==> config.mk <==
export PLATFORM = sky130hd
export DESIGN_NAME = ps2_command_tx
export DESIGN_NICKNAME = d
export VERILOG_FILES = /design/src/rtl/ps2_pkg.sv /design/src/rtl/ps2_line_sync.sv /design/src/rtl/ps2_command_tx.sv
export SDC_FILE = /design/constraint.sdc
export NUM_CORES = 1
export LEC_CHECK = 0
export BUFFER_PORTS_ARGS = -buffer_cell sky130_fd_sc_hd__buf_4
export CAP_MARGIN = 25
export CORE_UTILIZATION = 30
export DETAILED_ROUTE_END_ITERATION = 8
export GPL_TIMING_DRIVEN = 1
export PLACE_DENSITY = 0.44
export SYNTH_ARGS = -nofsm -noshare
export SYNTH_HDL_FRONTEND = slang
export SYNTH_SLANG_ARGS = --single-unit
==> constraint.sdc <==
create_clock -name CLK -period 5.1 [get_ports CLK]
set_clock_uncertainty 0.1 [all_clocks]
set_input_delay 0.255 -clock CLK [delete_from_list [all_inputs] [get_ports CLK]]
set_output_delay 0.255 -clock CLK [all_outputs]
set_load 0.05 [all_outputs]
==> src/rtl/ps2_pkg.sv <==
// ps2_pkg: PS/2 transmitter state encoding, command/response bytes and default timing.
`default_nettype none

package ps2_pkg;

  localparam int STATE_W = 3;

  typedef enum logic [STATE_W-1:0] {
    ST_IDLE    = 3'd0,
    ST_INHIBIT = 3'd1,
    ST_REQ     = 3'd2,
    ST_SHIFT   = 3'd3,
    ST_ACK     = 3'd4,
    ST_ACKWAIT = 3'd5,
    ST_ERR_TO  = 3'd6,
    ST_NACK    = 3'd7
  } tx_state_t;

  localparam logic [7:0] PS2_CMD_SET_LEDS = 8'hED;
  localparam logic [7:0] PS2_CMD_ENABLE   = 8'hF4;
  localparam logic [7:0] PS2_CMD_RESET    = 8'hFF;
  localparam logic [7:0] PS2_RSP_ACK      = 8'hFA;

  localparam int PS2_INHIBIT_CYCLES_DEF       = 6000;
  localparam int PS2_START_TIMEOUT_CYCLES_DEF = 750000;
  localparam int PS2_XFER_TIMEOUT_CYCLES_DEF  = 100000;
  localparam int PS2_SYNC_STAGES_DEF          = 2;

  function automatic logic odd_parity(input logic [7:0] b);
    return ~^b;
  endfunction

endpackage

`default_nettype wire

==> src/rtl/ps2_line_sync.sv <==
// ps2_line_sync: synchronises the PS/2 clock and data pins and strobes clock falling edges.
`default_nettype none

module ps2_line_sync #(
  parameter int SYNC_STAGES = 2
) (
  input  logic clk,
  input  logic rst,
  input  logic clk_raw,
  input  logic dat_raw,
  output logic clk_sync,
  output logic dat_sync,
  output logic clk_fall
);

  logic [SYNC_STAGES-1:0] clk_pipe;
  logic [SYNC_STAGES-1:0] dat_pipe;
  logic                   clk_prev;

  // Idle bus level is high, so the chain resets to 1 to avoid a phantom fall.
  always_ff @(posedge clk or posedge rst) begin
    if (rst) begin
      clk_pipe <= '1;
      dat_pipe <= '1;
      clk_prev <= 1'b1;
    end else begin
      clk_pipe <= (clk_pipe << 1) | SYNC_STAGES'(clk_raw);
      dat_pipe <= (dat_pipe << 1) | SYNC_STAGES'(dat_raw);
      clk_prev <= clk_sync;
    end
  end

  assign clk_sync = clk_pipe[SYNC_STAGES-1];
  assign dat_sync = dat_pipe[SYNC_STAGES-1];
  assign clk_fall = clk_prev & ~clk_sync;

endmodule

`default_nettype wire

==> src/rtl/ps2_command_tx.sv <==
// ps2_command_tx: PS/2 host-to-device command transmitter with ACK check and timeouts.
// Optional PS2_TX_NACK_RETRY_EN: the first NACK of a command triggers one retransmit.
`default_nettype none

module ps2_command_tx
  import ps2_pkg::*;
#(
  parameter int INHIBIT_CYCLES       = PS2_INHIBIT_CYCLES_DEF,
  parameter int START_TIMEOUT_CYCLES = PS2_START_TIMEOUT_CYCLES_DEF,
  parameter int XFER_TIMEOUT_CYCLES  = PS2_XFER_TIMEOUT_CYCLES_DEF,
  parameter int SYNC_STAGES          = PS2_SYNC_STAGES_DEF
) (
  input  logic       CLK,
  input  logic       reset,
  input  logic [7:0] the_command,
  input  logic       send_command,
  input  logic       ps2_clk_in,
  input  logic       ps2_dat_in,
  output logic       ps2_clk_oe,
  output logic       ps2_dat_oe,
  output logic       busy,
  output logic       command_was_sent,
  output logic       error_communication_timed_out,
  output logic       error_nack
);

  localparam int TIMER_W = $clog2(INHIBIT_CYCLES + START_TIMEOUT_CYCLES + XFER_TIMEOUT_CYCLES + 2);
  localparam logic [TIMER_W-1:0] INHIBIT_END = TIMER_W'(INHIBIT_CYCLES);
  localparam logic [TIMER_W-1:0] START_LAST  = TIMER_W'(START_TIMEOUT_CYCLES - 1);
  localparam logic [TIMER_W-1:0] XFER_LAST   = TIMER_W'(XFER_TIMEOUT_CYCLES - 1);

  tx_state_t          state, state_n;
  logic [8:0]         shreg, shreg_n;
  logic [3:0]         bitcnt, bitcnt_n;
  logic [TIMER_W-1:0] timer, timer_n, timer_inc;
  logic               clk_oe_n, dat_oe_n, busy_n, sent_n, to_n, nack_n;
  logic               timeout_hit, nack_hit, xfer_expired;
  logic               clk_s, dat_s, fall;
`ifdef PS2_TX_NACK_RETRY_EN
  logic [7:0]         cmd_q, cmd_q_n;
  logic               retried, retried_n;
`endif

  ps2_line_sync #(.SYNC_STAGES(SYNC_STAGES)) u_sync (
    .clk      (CLK),
    .rst      (reset),
    .clk_raw  (ps2_clk_in),
    .dat_raw  (ps2_dat_in),
    .clk_sync (clk_s),
    .dat_sync (dat_s),
    .clk_fall (fall)
  );

  assign timer_inc    = (timer == '1) ? timer : timer + 1'b1;
  assign xfer_expired = (timer >= XFER_LAST);

  always_comb begin
    state_n     = state;
    shreg_n     = shreg;
    bitcnt_n    = bitcnt;
    timer_n     = timer_inc;
    clk_oe_n    = ps2_clk_oe;
    dat_oe_n    = ps2_dat_oe;
    busy_n      = busy;
    sent_n      = 1'b0;
    to_n        = 1'b0;
    nack_n      = 1'b0;
    timeout_hit = 1'b0;
    nack_hit    = 1'b0;
`ifdef PS2_TX_NACK_RETRY_EN
    cmd_q_n     = cmd_q;
    retried_n   = retried;
`endif
    case (state)
      ST_IDLE: begin
        timer_n = '0;
        if (send_command) begin
          shreg_n  = {odd_parity(the_command), the_command};
          state_n  = ST_INHIBIT;
          busy_n   = 1'b1;
          clk_oe_n = 1'b1;
          dat_oe_n = 1'b0;
`ifdef PS2_TX_NACK_RETRY_EN
          cmd_q_n   = the_command;
          retried_n = 1'b0;
`endif
        end
      end
      // Data goes low one cycle before the clock is released.
      ST_INHIBIT: begin
        if (timer >= INHIBIT_END) begin
          clk_oe_n = 1'b0;
          timer_n  = '0;
          state_n  = ST_REQ;
        end else if (timer == INHIBIT_END - 1'b1) begin
          dat_oe_n = 1'b1;
        end
      end
      ST_REQ: begin
        if (timer >= START_LAST) begin
          timeout_hit = 1'b1;
        end else if (fall) begin
          dat_oe_n = ~shreg[0];
          shreg_n  = {1'b0, shreg[8:1]};
          bitcnt_n = 4'd1;
          timer_n  = '0;
          state_n  = ST_SHIFT;
        end
      end
      ST_SHIFT: begin
        if (xfer_expired) begin
          timeout_hit = 1'b1;
        end else if (fall) begin
          if (bitcnt == 4'd9) begin
            dat_oe_n = 1'b0;
            state_n  = ST_ACK;
          end else begin
            dat_oe_n = ~shreg[0];
            shreg_n  = {1'b0, shreg[8:1]};
            bitcnt_n = bitcnt + 4'd1;
          end
        end
      end
      ST_ACK: begin
        if (xfer_expired) begin
          timeout_hit = 1'b1;
        end else if (fall) begin
          if (!dat_s) begin
            state_n = ST_ACKWAIT;
          end else begin
`ifdef PS2_TX_NACK_RETRY_EN
            if (!retried) begin
              retried_n = 1'b1;
              shreg_n   = {odd_parity(cmd_q), cmd_q};
              clk_oe_n  = 1'b1;
              dat_oe_n  = 1'b0;
              timer_n   = '0;
              state_n   = ST_INHIBIT;
            end else begin
              nack_hit = 1'b1;
            end
`else
            nack_hit = 1'b1;
`endif
          end
        end
      end
      ST_ACKWAIT: begin
        if (xfer_expired) begin
          timeout_hit = 1'b1;
        end else if (clk_s && dat_s) begin
          sent_n  = 1'b1;
          busy_n  = 1'b0;
          state_n = ST_IDLE;
        end
      end
      ST_ERR_TO, ST_NACK: state_n = ST_IDLE;
      default:            state_n = ST_IDLE;
    endcase

    if (timeout_hit) begin
      to_n     = 1'b1;
      busy_n   = 1'b0;
      clk_oe_n = 1'b0;
      dat_oe_n = 1'b0;
      state_n  = ST_ERR_TO;
    end
    if (nack_hit) begin
      nack_n   = 1'b1;
      busy_n   = 1'b0;
      clk_oe_n = 1'b0;
      dat_oe_n = 1'b0;
      state_n  = ST_NACK;
    end
  end

  always_ff @(posedge CLK or posedge reset) begin
    if (reset) begin
      state                         <= ST_IDLE;
      shreg                         <= '0;
      bitcnt                        <= '0;
      timer                         <= '0;
      ps2_clk_oe                    <= 1'b0;
      ps2_dat_oe                    <= 1'b0;
      busy                          <= 1'b0;
      command_was_sent              <= 1'b0;
      error_communication_timed_out <= 1'b0;
      error_nack                    <= 1'b0;
`ifdef PS2_TX_NACK_RETRY_EN
      cmd_q                         <= '0;
      retried                       <= 1'b0;
`endif
    end else begin
      state                         <= state_n;
      shreg                         <= shreg_n;
      bitcnt                        <= bitcnt_n;
      timer                         <= timer_n;
      ps2_clk_oe                    <= clk_oe_n;
      ps2_dat_oe                    <= dat_oe_n;
      busy                          <= busy_n;
      command_was_sent              <= sent_n;
      error_communication_timed_out <= to_n;
      error_nack                    <= nack_n;
`ifdef PS2_TX_NACK_RETRY_EN
      cmd_q                         <= cmd_q_n;
      retried                       <= retried_n;
`endif
    end
  end

endmodule

`default_nettype wire

## Word-level counts from Yosys, hierarchy flattened

Index checks and enable logic that the tools add are counted.

| cells by class | value |
|---|---|
| add/subtract/negate cells | 2 |
| magnitude comparators | 3 |
| equal/unequal tests | 30 |
| multiplexer cells | 66 |
| bitwise gates (word level) | 5 |
| reduce and logical (&&, ||, !) cells | 16 |

Operator list:

| cell | number |
|---|---|
| $mux W20 | 4 |
| $pmux W20 S3 | 1 |
| $ne A4 B4 Y1 const B | 14 |
| $mux W9 | 6 |
| $mux W3 | 14 |
| $mux W1 | 29 |
| $pmux W9 S3 | 1 |
| $pmux W3 S7 | 1 |
| $add A20 B1 Y20 const B | 1 |
| $eq A20 B13 Y1 const B | 1 |
| $eq A20 B20 Y1 const B | 1 |
| $ge A20 B13 Y1 const B | 1 |
| $ge A20 B17 Y1 const B | 1 |
| $ge A20 B20 Y1 const B | 1 |
| $mux W4 | 5 |
| $eq A3 B3 Y1 const B | 4 |
| $ne A2 B2 Y1 const B | 6 |
| $reduce_and A12 Y1 | 1 |
| $pmux W4 S2 | 1 |
| $reduce_and A8 Y1 | 1 |
| $reduce_bool A4 Y1 | 2 |
| $reduce_xnor A8 Y1 | 1 |
| $reduce_and A7 Y1 | 1 |
| $eq A3 B2 Y1 const B | 2 |
| other kinds (18) | 22 |

| word-level totals | value |
|---|---|
| bits in registers | 47 |
| input port bits | 13 |
| output and inout port bits | 6 |
| logic and storage cells | 135 |

## Depth between registers and ports, before layout

Gate-level depths: netlist of run 1.

| depth | value |
|---|---|
| word-level depth | 7 |
| mapped depth | 9 |
| depth with buffers taken out | 8 |

## Hierarchy

Synthesis of run 1 repeated with hierarchy kept, for this count alone.

| unflattened totals | value |
|---|---|
| cell total of the unflattened synthesis | 309 |
| area total of the unflattened synthesis | 2835.2 um^2 |

Modules (own cells, without submodules):

| module | instances | cells each | area an instance (um^2) | sequential area each (um^2) |
|---|---|---|---|---|
| ps2_command_tx | 1 | 302 | 2686.3 | 1051.0 |
| ps2_line_sync | 1 | 7 | 148.9 | 131.4 |

## Worst setup path before layout of run 1

OpenSTA, ideal clock, no wires.

| path | value |
|---|---|
| kind | flip-flop to flip-flop |
| start | register timer[1] |
| end | register timer[5] |
| setup time | 132 ps |
| arrival time | 2035 ps |
| required time | 4868 ps |
| setup slack | 2833 ps |
| cell stages (with the launch flop) | 10 |
| path buffers | 2 |
| clock period less this slack | 2267 ps |
| cell sequence | dfrtp_1 ha_1 nand4_2 or3_1 clkbuf_1 or3_1 buf_2 and3_4 xnor2_2 nor2_1 |

| between the ends | value |
|---|---|
| word-level cells in the longest chain between the ends | 5 |
| elaborated cells on any way between the ends | 9 |
| classes of those cells | 1 x add/sub; 2 x order compare; 1 x eq/ne; 5 x mux |

Ends and longest elaborated chain:

| item | line | text |
|---|---|---|
| start, declared | ps2_command_tx.sv:35 | `logic [TIMER_W-1:0] timer, timer_n, timer_inc;` |
| start signal, assigned | ps2_command_tx.sv:197 | `timer <= timer_n;` |
| $add A20 B1 Y20 or $eq A20 B20 Y1 (tied branches) | ps2_command_tx.sv:54 | `assign timer_inc = (timer == '1) ? timer : timer + 1'b1;` |
| $mux W20 | ps2_command_tx.sv:54 |  |
| $mux W20 | ps2_command_tx.sv:102 | `end else if (fall) begin` |
| $mux W20 | ps2_command_tx.sv:100 | `if (timer >= START_LAST) begin` |
| $pmux W20 S3 (*) | ps2_command_tx.sv:74 | `case (state)` |
| via timer_n[5] | ps2_command_tx.sv:35 |  |

Mark *: on every way through the listed nets, which the timed path passes. The rest lies on a longest branch.
A chain may end at the register's enable or synchronous reset.

## Worst setup path in the final report of run 1

| path | value |
|---|---|
| start | register state[1] |
| end | register state[1] |

| between the ends | value |
|---|---|
| word-level cells in the longest chain between the ends | 5 |
| elaborated cells on any way between the ends | 28 |
| classes of those cells | 19 x eq/ne; 5 x mux; 4 x reduce/logical |

Ends and longest elaborated chain:

| item | line | text |
|---|---|---|
| start, declared | ps2_command_tx.sv:32 | `tx_state_t state, state_n;` |
| start signal, assigned | ps2_command_tx.sv:194 | `state <= state_n;` |
| $eq A3 B3 Y1 or $eq A3 B2 Y1 (tied branches) | ps2_command_tx.sv:74 |  |
| $reduce_or A3 Y1 (no source line) or $reduce_or A2 Y1 (tied branches) | n/a |  |
| $pmux W1 S2 or $pmux W3 S7 (tied branches) | ps2_command_tx.sv:74 |  |
| $ne A4 B4 Y1 (no source line) or $mux W3 (tied branches) | n/a |  |
| $reduce_and A12 Y1 (no source line) or $mux W3 (tied branches) | n/a |  |

Several ways; a longest one is shown, not always the timed one.

==> results.md, run 1 <==
- Chip width: 99.5 um
- Critical path buffers and inverters: 0
- Initial DRC count: 98
- RSZ-0062 raised after global routing: false
- Final min period: 3030 ps
- Root Buffer Master: clkbuf_8
- Setup Crit Path Kind: reg2reg
- Peak Freq: 330 MHz
- Setup bufs post-CTS: 0
- Share of cells above drive strength 1: 0.161
- Pwr/cell area: around 430 nW/um^2
- Post-Place Cells: 448
- Endpoint, Worst Hold: ps2_clk_oe
- FF+latch count, synth: 47
- FFs w/ async S/R, synth: 1.00
- Final std cells w/o fill: 459
- Largest net degree at the start of global routing: 41
- Final net count: about 350
- Post-Syn Area: 2850 sq um
- Initial antenna violation count: 0
- Setup slack, reg-to-reg: 2070 ps
- Deepest clock path buffer count: 2
- Drt total wl: 6560 um
- Vias in the first global route: approximately 2300
- Arrival @ worst endpoint: around 3100 ps
- Gpl congestion: 0.748
- Setup TNS: 0 ps
- Leak pwr: 1.30 nW
- Hold_ws: 134 ps
- First-pass GRT wire length: 11300 um
- Vias per cell: 5.02
- Post-DP HPWL: 4680 um
- CP Capture Type: flop
- Final setup vio count: 0
- Die area: 9900 sq um
- Least-Margin Pin Slew: ~920 ps
- Critical path required time: ~5200 ps
- Area contributors post-synth: dfrtp_1 (37%), nand2_1 (5.5%), xnor2_1 (5.2%), dfstp_2 (4.6%), nor2_1 (4.3%)
- CTS tree: done
- Crit share post-route: 0.594
- Post-cts sizing count: 0
- Synth area leader: dfrtp_1
- Area of the core: 9240 sq um
- Net Count, Synth: 335
- Min-Delay Path Class: in2reg
- P&R area growth vs syn: 14.4%
- I/O pin total: 19
- Post-synth top flop: dfrtp_1
- Critical-path cell list: nor2b_1, nand3_1, a211oi_4, or3_1, o21ai_1, a211oi_1
- Worst slew margin: 0.385
- # H-tree levels: 2
- Total GRT Usage: 0.143
- Site Rows: 35
- Clock sink count: 47
- Antenna viol nets, final: 0
- GRT Residual Overflow: 0
- DR DRC count: 0
- Slowest-stage cell, CP: nor2b_1
- Reg2Reg Launch Point: state[1]
- Final core utilization: 0.353
- Register area share after synthesis: 0.414
- Fin. max-slew vios: 0
- Max-cap violation count: 0
- Starting Density: 0.309
- Port bufs: 18
- Drt first pass iters: 4
- Final hold vios: 0
- Reg2Reg Depth: 6
- Status: complete, no violations
- Min-Delay Path Depth: 3
- Worst R2R End: state[1]
- CP peak stage delay: around 800 ps
- EDFF count, synth: 0
- Die H: 99.5 um
- Gate count after technology mapping: between 300 and 400
- Startpoint Class: flop
- Hold Startpoint: send_command
- CP max FO: 19
- Drt wl/cell: around 14 um
- Peak supply drop: 0.000172 V
- Post-CTS Hold Fix Bufs: 3
- Via count: 2304
- Worst-path clk slew: ~80 ps
- Most frequent cells in the layout: nand2_1 (42), dfrtp_1 (42), nor2_1 (33)
- Crit path max-delay family: simple AND/OR/NAND/NOR gates
- Top cell type's share of synthesized area: 0.368
- Design Area, Final: 3260 sq um
- Area after DPL: 3100 sq um
- Cts bufs inserted: 5
- Clock latency on the worst-skew pair: 300 ps
- Diodes inserted: 0
- Mean area per synthesized cell: 8.97 sq um
- Synth cell types: 62
- Ys Warns: 0
[worst reg2reg max path: stages, from the launching register on]
cell	delay, ps
dfrtp_1	670
nor2b_1	810
nand3_1	240
a211oi_4	520
or3_1	280
o21ai_1	90
a211oi_1	240
[cells in the mapped netlist (all sizes together) (6+ instances only)]
library cell and count:
nand3 15, inv 8, buf 11, nor4 7
mux2 9, nor2 33, o21ai 6, nand2 43
nor3 18, xnor2 18, or3 6, clkbuf 9
dfrtp 42, a21oi 14
[how the worst max path moves through the flow]
stage	startpoint	endpoint	slack (ps)	cells past startpoint
after floorplan	timer[1]	timer[5]	2830	9
after global placement	state[1]	state[1]	2060	6
after detailed placement	state[1]	state[1]	2060	6
after CTS	state[1]	state[1]	2050	6
after global routing	state[1]	state[1]	1770	6
final	state[1]	state[1]	2070	6
[state kept, by name, indices dropped and copies added (netlist names)]
| signal | cells |
|---|---|
| u_sync.dat_pipe | 2 |
| error_communication_timed_out | 1 |
| bitcnt | 4 |
| timer | 20 |
| state | 3 |
| ps2_clk_oe | 1 |
| command_was_sent | 1 |
| busy | 1 |
| u_sync.clk_pipe | 2 |
| ps2_dat_oe | 1 |
| u_sync.clk_prev | 1 |
| error_nack | 1 |
| shreg | 9 |
[cells by family (layout without fill, tap and decap cells)]
kind of cell    after synthesis  in the layout  synth area share
buf+inv                      29             41            0.0430
flops                        47             47             0.414
mux                          13             13            0.0496
compound gates               49             49             0.127
simple gates                154            154             0.278
fa+ha+maj                     4              4            0.0175
xor+xnor                     22             22            0.0702
[layout make-up]
class,count,area [sq um]
clock buffers,6,72.6
clock inverters,2,60.1
fillers,960,5980
inverters,9,33.8
multi-input cells,242,1550
flip-flops and latches,47,1180
well taps,129,161
repair buffers,24,200
[metal layers]
layer | up-vias | global-route usage | wire (um) | share of wire
met2 | 19 | 0.224 | 2930 | 0.45
met5 | - | 0 | 0 | 0
met1 | 1130 | 0.202 | 3460 | 0.53
met3 | 5 | 0.0302 | 110 | 0.017
li1 | 1150 | - | - | -
met4 | 0 | 0.0339 | 63 | 0.0096
[power by group]
group	switching [W]	internal (W)
Sequential	0.000102	0.000460
Clock	0.000129	0.000196
Combinational	0.000298	0.000224
[per-stage QoR]
step / power, W / setup WS [ps]
3_5_place_dp: 0.00110 / 2060
2_1_floorplan: 0.000966 / 2830
4_1_cts: 0.00143 / 2050
3_3_place_gp: 0.00109 / 2060
5_1_grt: 0.00152 / 1770
6_report: 0.00141 / 2070
No activity file was read; power rests on OpenSTA's default activity.
==> run 2, diff against run 1 <==
--- a/config.mk
+++ b/config.mk
@@ -5,6 +5,7 @@
 export SDC_FILE = /design/constraint.sdc
 export NUM_CORES = 1
 export LEC_CHECK = 0
+export ABC_AREA = 1
 export BUFFER_PORTS_ARGS = -buffer_cell sky130_fd_sc_hd__buf_4
 export CAP_MARGIN = 25
 export CORE_UTILIZATION = 30
==> constraint.sdc (replaced) <==
create_clock -name CLK -period 3 [get_ports CLK]
set_clock_uncertainty 0.1 [all_clocks]
set_input_delay 0.15 -clock CLK [delete_from_list [all_inputs] [get_ports CLK]]
set_output_delay 0.15 -clock CLK [all_outputs]
set_load 0.05 [all_outputs]
==> run 2 against run 1 <==
Net effect:
- total power is 71% higher
- cell area increased by 5.5%
- global-route usage is 0.97 points higher
- die area up 6.0%
- clock-buffer cell count down 1
- critical path type unchanged
- largest cell class unchanged
- largest power group is now combinational logic
==> results.md, run 2 <==
- Register area share after synthesis: 0.391 (-0.0238)
- Arrival @ worst endpoint: 2390 ps (-750 ps)
- P&R area growth vs syn: 13.7%
- Gate count after technology mapping: 387 (+22%)
- Gpl congestion: 0.814 (+8.9%)
- Chip width: 102 um (+2.9%)
- Setup TNS: 0 ps (unchanged)
- Drt total wl: 7150 um (+8.9%)
- DR DRC count: 0 (unchanged)
- Fill count: 1029 (+7.2%)
- Post-DP HPWL: 5470 um (+17%)
- Die H: 102 um (+2.9%)
- Least-Margin Pin Slew: 643 ps (-277 ps)
- Setup bufs post-CTS: 0 (unchanged)
- Most frequent cells in the layout: nand2_1 (77), inv_1 (58), dfrtp_1 (42)
- Starting Density: 0.310 (+0.000918)
- FF+latch count, synth: 47 (unchanged)
- FF+latch area: 1180 sq um (unchanged)
- GRT Residual Overflow: 0 (unchanged)
- Area of the core: 9770 sq um (+5.8%)
- Mean area per synthesized cell: 7.82 sq um (-13%)
- Total GRT Usage: 0.153 (+0.00975)
- Critical path required time: 3140 ps (-2070 ps)
- Power Total: 0.00241 W (+71%)
- Post-Syn Area: 3030 sq um (+6.1%)
- Area contributors post-synth: dfrtp_1 (35%), nand2_1 (9.5%), inv_1 (7.3%), nand3_1 (4.6%), dfstp_2 (4.3%)
- Top cell type's share of synthesized area: 0.347 (-0.0212)
- Ys Warns: 0 (unchanged)
- Synth cell types: 35 (-44%)
- Die area: 10500 sq um (+6.0%)
- Clock sink count: 47 (unchanged)
- Status: complete, no violations
- Post-cts sizing count: 0 (unchanged)
- Net Count, Synth: 404 (+21%)
- Multi-input gate area: 1540 sq um (-1.0%)
- First-pass GRT wire length: 12200 um (+8.0%)
- Pwr/cell area: 699 nW/um^2 (+62%)
- Post-synth top flop: dfrtp_1
- Site Rows: 36 (+2.9%)
- Fin. max-slew vios: 0 (unchanged)
- Worst-path clk slew: 110 ps (+30 ps)
- Root Buffer Master: clkbuf_8
- Antenna viol nets, final: 0 (unchanged)
- FFs w/ async S/R, synth: 1.00 (unchanged)
- Largest register FFs: 20 (unchanged)
- Vias in the first global route: 2386 (+4.0%)
- I/O pin total: 19 (unchanged)
- Deepest clock path buffer count: 2 (unchanged)
- Port bufs: 18 (unchanged)
- CTS tree: done
- Cts bufs inserted: 5 (unchanged)
- Peak Freq: 445 MHz (+35%)
- Startpoint Class: flop
- Worst slew margin: 0.569 (+0.184)
- Diodes inserted: 0 (unchanged)
- Drt first pass iters: 5 (+1)
- Clock latency on the worst-skew pair: 310 ps (about the same)
- CP Capture Type: flop
- Peak supply drop: 0.000317 V (+84%)
- Setup Crit Path Kind: reg2reg
- Post-CTS Hold Fix Bufs: 3 (unchanged)
- Most common cell after layout, fill and taps aside: nand2_1
- Share of cells above drive strength 1: 0.200 (+0.0399)
- Biggest regs: timer x20, shreg x9, bitcnt x4
- Vias per cell: 4.60 (-8.4%)
- Final net count: 430 (+24%)
- EDFF count, synth: 0 (unchanged)
- Initial antenna violation count: 0 (unchanged)
- Drt wl/cell: 13.1 um (-8.6%)
- Top reg by flops: timer
- Min-Delay Path Class: in2reg
- Synth area leader: dfrtp_1
- Final hold vios: 0 (unchanged)
- Initial DRC count: 111 (+13%)
- Final min period: 2250 ps (-783 ps)
- Via count: 2515 (+9.2%)
- Max-cap violation count: 0 (unchanged)
- Hold_ws: 3.16 ps (-131 ps)
- # H-tree levels: 2 (unchanged)
- RSZ-0062 raised after global routing: false
- Crit share post-route: 0.749 (+0.155)
- CP max FO: 19 (unchanged)
- Top-count cell post-synth: nand2_1
- Largest net degree at the start of global routing: 40 (-2.4%)
- Synth cell count leaders: nand2_1 (77), inv_1 (59), dfrtp_1 (42)
- Leak pwr: 1.67 nW (+28%)
- Final setup vio count: 0 (unchanged)
==> run 2: cell count changes in the layout (fill, tap and decap cells not counted), moves of 7 or more <==
cell,before,now
nor3_1,17,8
o21ai_0,5,14
inv_2,1,8
nand4_1,3,13
nand2_1,42,77
o211ai_1,1,8
o21ai_2,0,9
nand2_2,1,13
xnor2_1,17,6
nand3_1,15,28
inv_1,7,58
==> run 2: cell type report <==
type | count | area share
tap | 133 | 0.0483
clock buffer | 5 | 0.0200
inverter | 67 | 0.0745
multi-input combinational | 270 | 0.446
clock inverter | 3 | 0.0134
sequential | 47 | 0.344
timing repair buffer | 22 | 0.0538
==> run 2: final timing paths <==
| path | endpoint | from | cells after the start | slack, ps |
|---|---|---|---|---|
| min in group asynchronous | shreg[2] | reset | 3 | 190 |
| worst min register to register | u_sync.clk_pipe[1] | u_sync.clk_pipe[0] | 0 | 260 |
| worst max-delay path | timer[9] | state[2] | 9 | 750 |
| worst max register to register | timer[9] | state[2] | 9 | 750 |
| worst min-delay path | ps2_clk_oe | send_command | 3 | 3 |
| max in group asynchronous | u_sync.clk_prev | reset | 4 | 2090 |
==> run 2: metal layers <==
layer  wire length [um]  global-route usage
met5                  0                   0
met3                317              0.0274
met4                102              0.0451
met1               3810               0.235
met2               2920               0.214
==> run 2: critical path: stages (launching register included) <==
cell and delay (ps):
dfrtp_1 470, inv_2 90, nand2_2 250, nor2_1 320
inv_1 150, a21oi_4 190, nor3_2 80, inv_2 250
o21ai_0 140, a21oi_1 130
==> run 2: logic make-up (layout without fill, tap and decap cells) <==
kind of cell / after synthesis / count (layout) / share of synthesized area
flip-flops: 47 / 47 / 0.391
buffers and inverters: 70 / 97 / 0.102
AO/OA/AOI/OAI: 48 / 48 / 0.110
adder cells (fa/ha/maj): 4 / 4 / 0.0165
XOR/XNOR: 13 / 13 / 0.0376
AND/OR/NAND/NOR: 197 / 197 / 0.317
multiplexers: 8 / 8 / 0.0265
==> run 2: per-stage QoR <==
step / instance area [sq um] / utilization / std cells / setup WS, ps
3_5_place_dp: 3300 / 0.337 / 536 / 768
2_1_floorplan: 3030 / - / 387 / 1160
6_report: 3440 / 0.352 / 547 / 754
5_1_grt: 3440 / 0.352 / 547 / 479
4_1_cts: 3440 / 0.352 / 547 / 741
3_3_place_gp: 3280 / 0.335 / 535 / 765
==> run 2: report_power, final <==
| part | internal, W | switching (W) |
|---|---|---|
| Clock | 0.000252 | 0.000250 |
| Combinational | 0.000352 | 0.000686 |
| Sequential | 0.000768 | 0.000101 |
==> run 3, diff against run 2 <==
==> constraint.sdc (replaced) <==
create_clock -name CLK -period 2.1 [get_ports CLK]
set_clock_uncertainty 0.1 [all_clocks]
set_input_delay 0.105 -clock CLK [delete_from_list [all_inputs] [get_ports CLK]]
set_output_delay 0.105 -clock CLK [all_outputs]
set_load 0.05 [all_outputs]
==> run 3 against run 2 <==
Net effect:
- first-iteration DRC count fell by 28%
- critical endpoint is now bitcnt[0]
- flip-flop and latch count did not move
- core utilization rose by 2.7 points
- die area did not move
- maximum frequency rose by 13%
- critical path type unchanged
- total power rose by 52%
- wire length rose by 5.9%
==> results.md, run 3 (synthesis results as in run 2) <==
- Status: complete, no violations
- Final net count: 456 (+6.0%)
- Fill count: 1047 (+1.7%)
- Max-cap violation count: 0 (unchanged)
- Startpoint Class: flop
- Worst slew margin: 0.627 (+0.0579)
- Least-Margin Pin Slew: 558 ps (-84.6 ps)
- Worst-path clk slew: 110 ps (about the same)
- Site Rows: 36 (unchanged)
- Arrival @ worst endpoint: 2090 ps (-300 ps)
- CP endpoint: bitcnt[0]
- Chip width: 102 um (unchanged)
- Final hold vios: 0 (unchanged)
- Drt wl/cell: 13.2 um (+1.1%)
- Biggest regs: timer x20, shreg x9, bitcnt x4
- Initial DRC count: 80 (-28%)
- Clock sink count: 47 (unchanged)
- Final setup vio count: 0 (unchanged)
- Total GRT Usage: 0.153 (+0.000246)
- Crit share post-route: 0.945 (+0.196)
- Diodes inserted: 0 (unchanged)
- Initial antenna violation count: 0 (unchanged)
- Die area: 10500 sq um (unchanged)
- Drt total wl: 7570 um (+5.9%)
- # H-tree levels: 2 (unchanged)
- Setup TNS: 0 ps (unchanged)
- Peak Freq: 504 MHz (+13%)
- First-pass GRT wire length: 12400 um (+1.4%)
- CP Capture Type: flop
- Final min period: 1980 ps (-263 ps)
- Deepest clock path buffer count: 2 (unchanged)
- Peak supply drop: 0.000485 V (+53%)
- Most common cell after layout, fill and taps aside: nand2_1
- CP max FO: 6 (-13)
- Worst R2R End: bitcnt[0]
- CTS tree: done
- Largest register FFs: 20 (unchanged)
- Port bufs: 18 (unchanged)
- Post-DP HPWL: 5650 um (+3.4%)
- Setup WS pre-CTS: 42.0 ps (-726 ps)
- Largest net degree at the start of global routing: 26 (-35%)
- Gpl congestion: 0.887 (+9.0%)
- Root Buffer Master: clkbuf_8
- Area of the core: 9770 sq um (unchanged)
- Cts bufs inserted: 5 (unchanged)
- Min-Delay Path Class: in2reg
- Setup slack, reg-to-reg: 120 ps (-640 ps)
- Final Worst Setup Slack: 116 ps (-637 ps)
- Setup crit start: timer[0]
- Critical path required time: 2200 ps (-940 ps)
- I/O pin total: 19 (unchanged)
- Drt first pass iters: 4 (-1)
- RSZ-0062 raised after global routing: true
- Most frequent cells in the layout: nand2_1 (75), inv_1 (57), buf_4 (40)
- Final core utilization: 0.379 (+0.0266)
- Reg2Reg Depth: 10 (+1)
- Setup Crit Path Kind: reg2reg
- Clock latency on the worst-skew pair: 310 ps (about the same)
- DR DRC count: 0 (unchanged)
- Antenna viol nets, final: 0 (unchanged)
- Leak pwr: 1.79 nW (+7.4%)
- Starting Density: 0.310 (unchanged)
- Area after DPL: 3420 sq um (+3.9%)
- Top reg by flops: timer
- Design Area, Final: 3700 sq um (+7.6%)
- Die H: 102 um (unchanged)
- Power Total: 0.00365 W (+52%)
- P&R area growth vs syn: 22.3%
- GRT Residual Overflow: 0 (unchanged)
- Pwr/cell area: 986 nW/um^2 (+41%)
- Reg2Reg Launch Point: timer[0]
- Fin. max-slew vios: 0 (unchanged)
- Via count: 2623 (+4.3%)
- Share of cells above drive strength 1: 0.273 (+0.0722)
- Vias per cell: 4.58 (-0.44%)
- Vias in the first global route: 2521 (+5.7%)
==> run 3: cell count changes in the layout (fill, tap and decap cells not counted), moves of 2 or more <==
cell           change
dlygate4sd3_1      +3
buf_4             +22
dfrtp_2            +4
dfrtp_1            -4
nand2_1            -2
==> run 3: critical path, cell delays in order, from the launching register on <==
cell	delay [ps]
dfrtp_1	400
ha_2	200
nand3_1	120
inv_2	80
nand3_1	120
nand3_2	150
nand2_2	110
nand2_2	70
nor3_1	300
nand3_1	110
o21a_1	120
==> run 3: what timing repair did <==
item / CTS / global route
hold endpoints to repair: 27 / 0
setup buffers: 0 / 5
setup endpoints to repair: 0 / 37
resized for setup: 0 / 19
hold buffers: 6 / 0
==> run 3: worst min-delay path by stage <==
stage | startpoint | end | depth (start not counted)
after floorplan | ps2_clk_in | u_sync.clk_pipe[0] | 0
after CTS | the_command[0] | shreg[0] | 3
final | the_command[0] | shreg[0] | 3
after global routing | the_command[3] | shreg[3] | 3
after detailed placement | reset | shreg[2] | 2
after global placement | reset | shreg[2] | 2
==> run 3: through the flow <==
stage / cells / hold slack [ps]
floorplan: 387 / 9.48
global placement: 553 / 106
detailed placement: 553 / 109
CTS: 567 / 5.81
global route: 573 / 14.8
finish: 573 / 9.61
==> run 3: where the power goes <==
group	leakage (nW)	total (W)	internal [W]	switching, W
Combinational	1.15	0.00181	0.000700	0.00111
Clock	0.0467	0.000616	0.000248	0.000368
Sequential	0.599	0.00122	0.00110	0.000124
Total	1.79	0.00365	0.00204	0.00160
==> run 3: area by class of cell <==
class	count	area, sq um	share of cell area
clock inverter	3	27.5	0.00743
tap	133	166	0.0449
inverter	67	259	0.0700
multi-input combinational	271	1610	0.436
timing repair buffer	47	380	0.103
sequential	47	1190	0.321
clock buffer	5	68.8	0.0186
==> run 3: routing by layer <==
metal	share of wire	up-vias	global-route usage	wire length, um
li1	-	1350	-	-
met3	0.031	7	0.0260	235
met2	0.42	52	0.229	3210
met4	0.012	0	0.0374	93
met1	0.53	1214	0.227	4030
met5	0	-	0	0
